$ cat src/rtl/cordic_pkg.sv
// Shared constants for the vectoring CORDIC: widths, arctangent table and
// the fixed-point constants used by the quadrant and gain stages.
package cordic_pkg;

  localparam int unsigned ITER_DEF = 8;   // default micro-rotation count
  localparam int unsigned IW_DEF   = 12;  // default x/y/z width, Q3.8
  localparam int unsigned IN_W     = 8;   // Q1.7 input components
  localparam int unsigned ANG_W    = 9;   // Q3.6 angle
  localparam int unsigned MAG_W    = 9;   // Q2.7 magnitude

  // atan(2^-i) in Q3.8; entries past the useful precision are zero.
  localparam int unsigned ATAN_LEN = 16;
  localparam int ATAN [ATAN_LEN] = '{201, 119, 63, 32, 16, 8, 4, 2,
                                     1, 0, 0, 0, 0, 0, 0, 0};

  localparam int HALF_PI       = 402;  // pi/2 in Q3.8
  localparam int INV_GAIN      = 622;  // 1/K = 0.60725 in Q0.10
  localparam int INV_GAIN_FRAC = 10;
  localparam int PI_Q36        = 201;  // pi in Q3.6

  // Table lookup that stays in range for any stage count.
  function automatic int atan_q38(input int unsigned i);
    return (i < ATAN_LEN) ? ATAN[i] : 0;
  endfunction

endpackage

$ cat src/rtl/cordic_vec_stage.sv
// One registered vectoring micro-rotation; drives y toward zero while
// accumulating the rotated angle in z. The valid bit travels with the data.
module cordic_vec_stage
  import cordic_pkg::*;
#(
  parameter int unsigned STAGE = 0,
  parameter int unsigned IW    = IW_DEF
) (
  input  logic                 clk,
  input  logic                 rst,
  input  logic                 i_valid,
  input  logic signed [IW-1:0] i_x,
  input  logic signed [IW-1:0] i_y,
  input  logic signed [IW-1:0] i_z,
  output logic                 o_valid,
  output logic signed [IW-1:0] o_x,
  output logic signed [IW-1:0] o_y,
  output logic signed [IW-1:0] o_z
);

  localparam logic signed [IW-1:0] ATAN_I = IW'(atan_q38(STAGE));

  logic                 r_valid;
  logic signed [IW-1:0] r_x;
  logic signed [IW-1:0] r_y;
  logic signed [IW-1:0] r_z;
  logic signed [IW-1:0] w_x_sh;
  logic signed [IW-1:0] w_y_sh;

  assign w_x_sh = i_x >>> STAGE;
  assign w_y_sh = i_y >>> STAGE;

  // Rotate toward the x axis in the direction opposite to y's sign.
  always_ff @(posedge clk) begin
    if (rst) begin
      r_valid <= 1'b0;
    end else begin
      r_valid <= i_valid;
    end
    if (!rst && i_valid) begin
      if (!i_y[IW-1]) begin
        r_x <= i_x + w_y_sh;
        r_y <= i_y - w_x_sh;
        r_z <= i_z + ATAN_I;
      end else begin
        r_x <= i_x - w_y_sh;
        r_y <= i_y + w_x_sh;
        r_z <= i_z - ATAN_I;
      end
    end
  end

  assign o_valid = r_valid;
  assign o_x     = r_x;
  assign o_y     = r_y;
  assign o_z     = r_z;

endmodule

$ cat src/rtl/cordic_vectoring.sv
// Fully pipelined vectoring-mode CORDIC: quadrant fold, ITER micro-rotations,
// then gain correction and rounding to Q3.6 angle / Q2.7 magnitude.
module cordic_vectoring
  import cordic_pkg::*;
#(
  parameter int unsigned ITER = ITER_DEF,
  parameter int unsigned IW   = IW_DEF
) (
  input  logic                    clk,
  input  logic                    rst,
  input  logic                    in_valid,
  input  logic signed [IN_W-1:0]  x_in,
  input  logic signed [IN_W-1:0]  y_in,
  output logic                    out_valid,
  output logic signed [ANG_W-1:0] angle,
  output logic        [MAG_W-1:0] magnitude
);

  localparam int unsigned PW        = IW + INV_GAIN_FRAC + 2;
  localparam int unsigned MAG_SHIFT = INV_GAIN_FRAC + 1;   // Q3.18 -> Q2.7
  localparam int unsigned ANG_SHIFT = 2;                   // Q3.8  -> Q3.6

  localparam logic signed [IW-1:0] Z_HALF_PI  = IW'(HALF_PI);
  localparam logic signed [IW-1:0] ANG_HALF   = IW'(1 << (ANG_SHIFT - 1));
  localparam logic signed [IW-1:0] ANG_MAX    = IW'(PI_Q36);
  localparam logic signed [IW-1:0] ANG_MIN    = -ANG_MAX;
  localparam logic signed [PW-1:0] INV_GAIN_S = PW'(INV_GAIN);
  localparam logic signed [PW-1:0] MAG_HALF   = PW'(1 << (MAG_SHIFT - 1));
  localparam logic signed [PW-1:0] MAG_MAX    = PW'((1 << MAG_W) - 1);

  logic signed [IW-1:0] w_x_ext;
  logic signed [IW-1:0] w_y_ext;

  logic                 r_q_valid;
  logic signed [IW-1:0] r_q_x;
  logic signed [IW-1:0] r_q_y;
  logic signed [IW-1:0] r_q_z;

  logic [ITER:0]        w_valid;
  logic signed [IW-1:0] w_x [ITER+1];
  logic signed [IW-1:0] w_y [ITER+1];
  logic signed [IW-1:0] w_z [ITER+1];

  logic signed [PW-1:0]    w_prod;
  logic signed [PW-1:0]    w_mag_rnd;
  logic        [MAG_W-1:0] w_mag_sat;
  logic signed [IW-1:0]    w_ang_rnd;
  logic signed [IW-1:0]    w_ang_sat;
  logic                    w_zero;

  // Widen to Q3.8 before any negation so -128 folds without overflow.
  assign w_x_ext = IW'(x_in) <<< 1;
  assign w_y_ext = IW'(y_in) <<< 1;

  // Fold left-half-plane vectors into the right half plane by +/-90 degrees.
  always_ff @(posedge clk) begin
    if (rst) begin
      r_q_valid <= 1'b0;
    end else begin
      r_q_valid <= in_valid;
    end
    if (!rst && in_valid) begin
      if (w_x_ext[IW-1] && !w_y_ext[IW-1]) begin
        r_q_x <= w_y_ext;
        r_q_y <= -w_x_ext;
        r_q_z <= Z_HALF_PI;
      end else if (w_x_ext[IW-1] && w_y_ext[IW-1]) begin
        r_q_x <= -w_y_ext;
        r_q_y <= w_x_ext;
        r_q_z <= -Z_HALF_PI;
      end else begin
        r_q_x <= w_x_ext;
        r_q_y <= w_y_ext;
        r_q_z <= '0;
      end
    end
  end

  assign w_valid[0] = r_q_valid;
  assign w_x[0]     = r_q_x;
  assign w_y[0]     = r_q_y;
  assign w_z[0]     = r_q_z;

  for (genvar g = 0; g < ITER; g++) begin : g_stage
    cordic_vec_stage #(
      .STAGE (g),
      .IW    (IW)
    ) u_stage (
      .clk     (clk),
      .rst     (rst),
      .i_valid (w_valid[g]),
      .i_x     (w_x[g]),
      .i_y     (w_y[g]),
      .i_z     (w_z[g]),
      .o_valid (w_valid[g+1]),
      .o_x     (w_x[g+1]),
      .o_y     (w_y[g+1]),
      .o_z     (w_z[g+1])
    );
  end

  // x never decreases through the pipeline, so a zero final x means a
  // zero input vector, whose z would otherwise hold the table sum.
  assign w_zero    = (w_x[ITER] == '0);
  assign w_prod    = PW'(w_x[ITER]) * INV_GAIN_S;
  assign w_mag_rnd = (w_prod + MAG_HALF) >>> MAG_SHIFT;
  assign w_ang_rnd = (w_z[ITER] + ANG_HALF) >>> ANG_SHIFT;

  // Clamp the rounded magnitude and angle to their output ranges.
  always_comb begin
    w_mag_sat = w_mag_rnd[MAG_W-1:0];
    w_ang_sat = w_ang_rnd;
    if (w_mag_rnd[PW-1]) begin
      w_mag_sat = '0;
    end else if (w_mag_rnd > MAG_MAX) begin
      w_mag_sat = '1;
    end
    if (w_ang_rnd > ANG_MAX) begin
      w_ang_sat = ANG_MAX;
    end else if (w_ang_rnd < ANG_MIN) begin
      w_ang_sat = ANG_MIN;
    end
  end

  // Output register; results hold between valid samples.
  always_ff @(posedge clk) begin
    if (rst) begin
      out_valid <= 1'b0;
      angle     <= '0;
      magnitude <= '0;
    end else begin
      out_valid <= w_valid[ITER];
      if (w_valid[ITER]) begin
        if (w_zero) begin
          angle     <= '0;
          magnitude <= '0;
        end else begin
          angle     <= w_ang_sat[ANG_W-1:0];
          magnitude <= w_mag_sat;
        end
      end
    end
  end

endmodule

$ cat config.mk
export PLATFORM = sky130hd
export DESIGN_NAME = cordic_vectoring
export DESIGN_NICKNAME = d
export VERILOG_FILES = /design/src/rtl/cordic_pkg.sv /design/src/rtl/cordic_vec_stage.sv /design/src/rtl/cordic_vectoring.sv
export SDC_FILE = /design/constraint.sdc
export NUM_CORES = 1
export LEC_CHECK = 0
export BUFFER_PORTS_ARGS = -buffer_cell sky130_fd_sc_hd__buf_2
export CAP_MARGIN = 15
export CORE_MARGIN = 5
export CORE_UTILIZATION = 45
export DETAILED_ROUTE_END_ITERATION = 7
export GPL_ROUTABILITY_DRIVEN = 0
export PLACE_DENSITY = 0.56
export SLEW_MARGIN = 10
export SYNTH_ARGS = -nofsm -noshare
export SYNTH_HDL_FRONTEND = slang
export SYNTH_SLANG_ARGS = --single-unit
$ cat constraint.sdc
create_clock -name clk -period 7.2 [get_ports clk]
set_input_delay 0.36 -clock clk [delete_from_list [all_inputs] [get_ports clk]]
set_output_delay 0.36 -clock clk [all_outputs]
set_load 0.01 [all_outputs]
==> run_results.csv <==
group,metric,value,unit
detailed_routing,first_pass_iters,5,
floorplan,row_count,85,
sta,setup_violations,0,
clock_tree,clock_latency,0.55,ns
global_routing,grt_pass1_wl,80200,µm
logic_synthesis,synth_simple_gate_area_share,12.0,%
clock_tree,path_clk_slew,0.05,ns
clock_tree,clk_path_buf_depth,3,
logic_synthesis,synth.distinct_cells,78,
floorplan,io_pins,38,
detailed_routing,wl,47300,µm
worst_setup_path,cp-start-kind,"register",
logic_synthesis,synth-seq-area-share,37.1,%
logic_synthesis,synthMuxAreaShare,0.998,%
placed_design,hpwlAfterDp,38100,µm
detailed_routing,ant_nets,0,
floorplan,dieArea,0.0585,mm²
logic_synthesis,synth_top_family_by_area,"adder cells",
floorplan,core_area,0.0535,mm²
clock_tree,cts.repair.resized,0,
logic_synthesis,synth_seq_cells,308,
final_layout,drive_gt1_share,5.78,%
logic_synthesis,synth_adder_area_share,21.2,%
final_layout,antenna_cells,0,
logic_synthesis,synth_cells,2408,
power_and_ir_drop,power_leakage,11.1,nW
global_routing,grt_pass1_vias,17025,
clock_tree,clock-root-buffer,"clkbuf_16",
global_routing,grt_overflow,0,
sta,tns,0,ns
detailed_routing,wire_per_inst,14.9,µm
final_layout,syn_to_final_growth,8.92,%
detailed_routing,dr_total_vias,16585,
logic_synthesis,synth-compound-area-share,13.4,%
worst_setup_path,critPathSlowestCell,"fa_1",
worst_setup_path,crit_top_cell,"fa_1",
final_layout,fin_util,49.2,%
logic_synthesis,syn_area_per_cell,10.0,µm²
floorplan,die_h,242,µm
final_layout,fillers,4873,
logic_synthesis,synthesis.area,0.0242,mm²
placed_design,portBuffers,37,
sta,skew,0.00970,ns
clock_tree,cts_tree,"built",
detailed_routing,drc_errors,0,
clock_tree,post_cts_buffers,0,
run_status,status,"finished, final reports clean",
worst_setup_path,slowest_delay,0.57,ns
power_and_ir_drop,ir_drop,133,µV
detailed_routing,drt_iter0_drc,656,
final_layout,final_nets,2839,
power_and_ir_drop,power.total,0.00420,W
logic_synthesis,syn_nets,2799,
sta,finalHoldViolations,0,
sta,period_share,84.3,%
job,cap_violations,0,
worst_setup_path,criticalPathCategory,"register to register",
sta,rsz0062_at_grt,"false",
worst_setup_path,cp_cell_sequence,"inv_1, ha_1, fa_1, fa_1, fa_1, inv_1, fa_1, inv_1, ha_1, a21oi_1, o21ai_1, a221oi_2, a21boi_1, nand3b_1, nand2b_1, a2111oi_0, o21a_1, nand3b_2, o221ai_1",
logic_synthesis,synth-xor-area-share,10.6,%
worst_setup_path,worstPathRequired,7.60,ns
sta,fin_crit,6.07,ns
worst_setup_path,cp-end-kind,"register",
final_layout,fin_area,0.0263,mm²
worst_setup_path,cpLargestDelayFamily,"adder cells",
detailed_routing,via_per_inst,5.23,
placed_design,place_area,0.0252,mm²
sta,whs,0.0478,ns
clock_tree,cts.sinks,308,
sta,max_freq,165,MHz
logic_synthesis,synth_edf_count,280,
worst_setup_path,path_max_fanout,8,
worst_hold_path,min-delay-path-class,"input port to register",
power_and_ir_drop,power_density,159,mW/mm²
worst_setup_path,arrival,6.46,ns
global_routing,antenna_found_initial,0,
sta,slew_headroom,28.3,%
clock_tree,cts_inserted_buffers,39,
sta,final_max_slew_viol_count,0,
logic_synthesis,synth-main-ff-cell,"edfxtp_1",
floorplan,start_util,45.2,%
worst_setup_path,cp_num_buf_inv,3,
floorplan,die_w,242,µm
global_routing,grtUsageTotal,16.2,%
clock_tree,htree_levels,2,
sta,worstMarginPinSlew,1.07,ns
logic_synthesis,yosys_warnings,0,
logic_synthesis,async_flop_share,0,%
global_routing,grt_max_degree,39,
clock_tree,ctsHoldBuffers,0,
==> logic make-up after synthesis <==
group	Yosys count
other cells	1
buf+inv	300
mux	23
compound gates	526
xor+xnor	292
flops	308
simple gates	585
fa+ha+maj	373
==> layout make-up <==
| type | count | area, µm² | area share [%] |
|---|---|---|---|
| inverters | 249 | 935 | 3.55 |
| well taps | 696 | 871 | 3.31 |
| repair buffers | 50 | 283 | 1.07 |
| clock buffers | 53 | 1050 | 3.98 |
| clock inverters | 15 | 109 | 0.413 |
| flip-flops and latches | 308 | 8970 | 34.0 |
| multi-input cells | 1800 | 14100 | 53.6 |
==> layer usage <==
| layer | up-vias | track usage (%) | share of wire [%] |
|---|---|---|---|
| li1 | 8541 | - | - |
| met1 | 7739 | 18.1 | 41 |
| met2 | 204 | 31.2 | 53 |
| met3 | 101 | 2.12 | 2.6 |
| met4 | 0 | 5.84 | 3.3 |
| met5 | - | 0 | 0 |
==> stage by stage <==
stage	setup WS, ns	std cells
finish	1.13	3171
global route	0.738	3171
CTS	1.13	3171
detailed placement	1.15	3103
global placement	1.29	3103
floorplan	1.42	2408
==> worst register-to-register path, stage by stage (launching register included) <==
cell       delay (ns)
edfxtp_1         0.46
inv_1            0.17
ha_1             0.28
fa_1             0.57
fa_1             0.45
fa_1             0.54
inv_1            0.05
fa_1             0.50
inv_1            0.04
ha_1             0.39
a21oi_1          0.50
o21ai_1          0.16
a221oi_2         0.33
a21boi_1         0.16
nand3b_1         0.22
nand2b_1         0.18
a2111oi_0        0.43
o21a_1           0.20
nand3b_2         0.17
o221ai_1         0.13
==> cell usage after synthesis (4+ instances only) <==
master | number | area, µm²
a211oi_1 | 6 | 45.0
a21boi_0 | 29 | 218
a21o_1 | 51 | 383
a21oi_1 | 176 | 881
a22oi_1 | 8 | 60.1
a31o_2 | 4 | 35.0
a31oi_1 | 18 | 113
and2_1 | 7 | 43.8
and3_1 | 8 | 50.1
and4_1 | 6 | 52.6
buf_1 | 9 | 33.8
clkbuf_1 | 39 | 146
dfxtp_1 | 28 | 561
edfxtp_1 | 280 | 8410
fa_1 | 63 | 1260
ha_1 | 309 | 3870
inv_1 | 249 | 935
mux2_2 | 9 | 101
mux2i_1 | 14 | 140
nand2_1 | 109 | 409
nand2b_1 | 45 | 282
nand3_1 | 22 | 110
nor2_1 | 193 | 724
nor2b_1 | 55 | 344
nor3_1 | 67 | 335
nor3b_1 | 4 | 30.0
nor4_1 | 8 | 50.1
nor4b_1 | 12 | 105
o211ai_1 | 7 | 52.6
o21a_1 | 25 | 188
o21ai_0 | 119 | 596
o21bai_1 | 35 | 263
o22ai_1 | 5 | 31.3
o41ai_1 | 8 | 70.1
or2_2 | 5 | 31.3
or3_1 | 20 | 125
or4_1 | 7 | 52.6
xnor2_1 | 195 | 1710
xor2_1 | 97 | 850
==> placed cells by master, fill, tap and decap left out, types with 35 or more instances in the layout <==
cell type	synthesis	layout
nor2b_1	55	46
nand2_1	109	109
xnor2_1	195	195
fa_1	63	63
a21o_1	51	51
edfxtp_1	280	280
a21oi_1	176	176
ha_1	309	309
xor2_1	97	97
buf_2	3	37
nand2b_1	45	45
o21bai_1	35	35
clkbuf_16	0	39
nor2_1	193	193
inv_1	249	249
nor3_1	67	67
o21ai_0	119	119
==> power by group <==
part	internal [W]	switching (W)	leakage [nW]
registers	0.00199	0.0000222	2.77
logic	0.000177	0.000220	7.71
clock network	0.00105	0.000738	0.569
==> registers in the layout (all words and copies together) (netlist names) <==
name	cells
r_q_x	9
out_valid	1
r_q_z	3
r_q_y	11
g_stage.u_stage.o_z	88
r_q_valid	1
g_stage.u_stage.o_y	76
angle	9
magnitude	9
g_stage.u_stage.o_x	93
g_stage.u_stage.o_valid	8
==> final timing paths <==
check	cells past startpoint	to	startpoint	slack, ns
setup / recovery	19	magnitude[8]	g_stage[7].u_stage.o_x[8]	1.13
hold / removal	2	r_q_valid	in_valid	0.05
setup reg to reg	19	magnitude[8]	g_stage[7].u_stage.o_x[8]	1.13
hold reg to reg	0	g_stage[4].u_stage.o_z[1]	g_stage[3].u_stage.o_z[1]	0.42
Power figures use the tool's default switching activity.
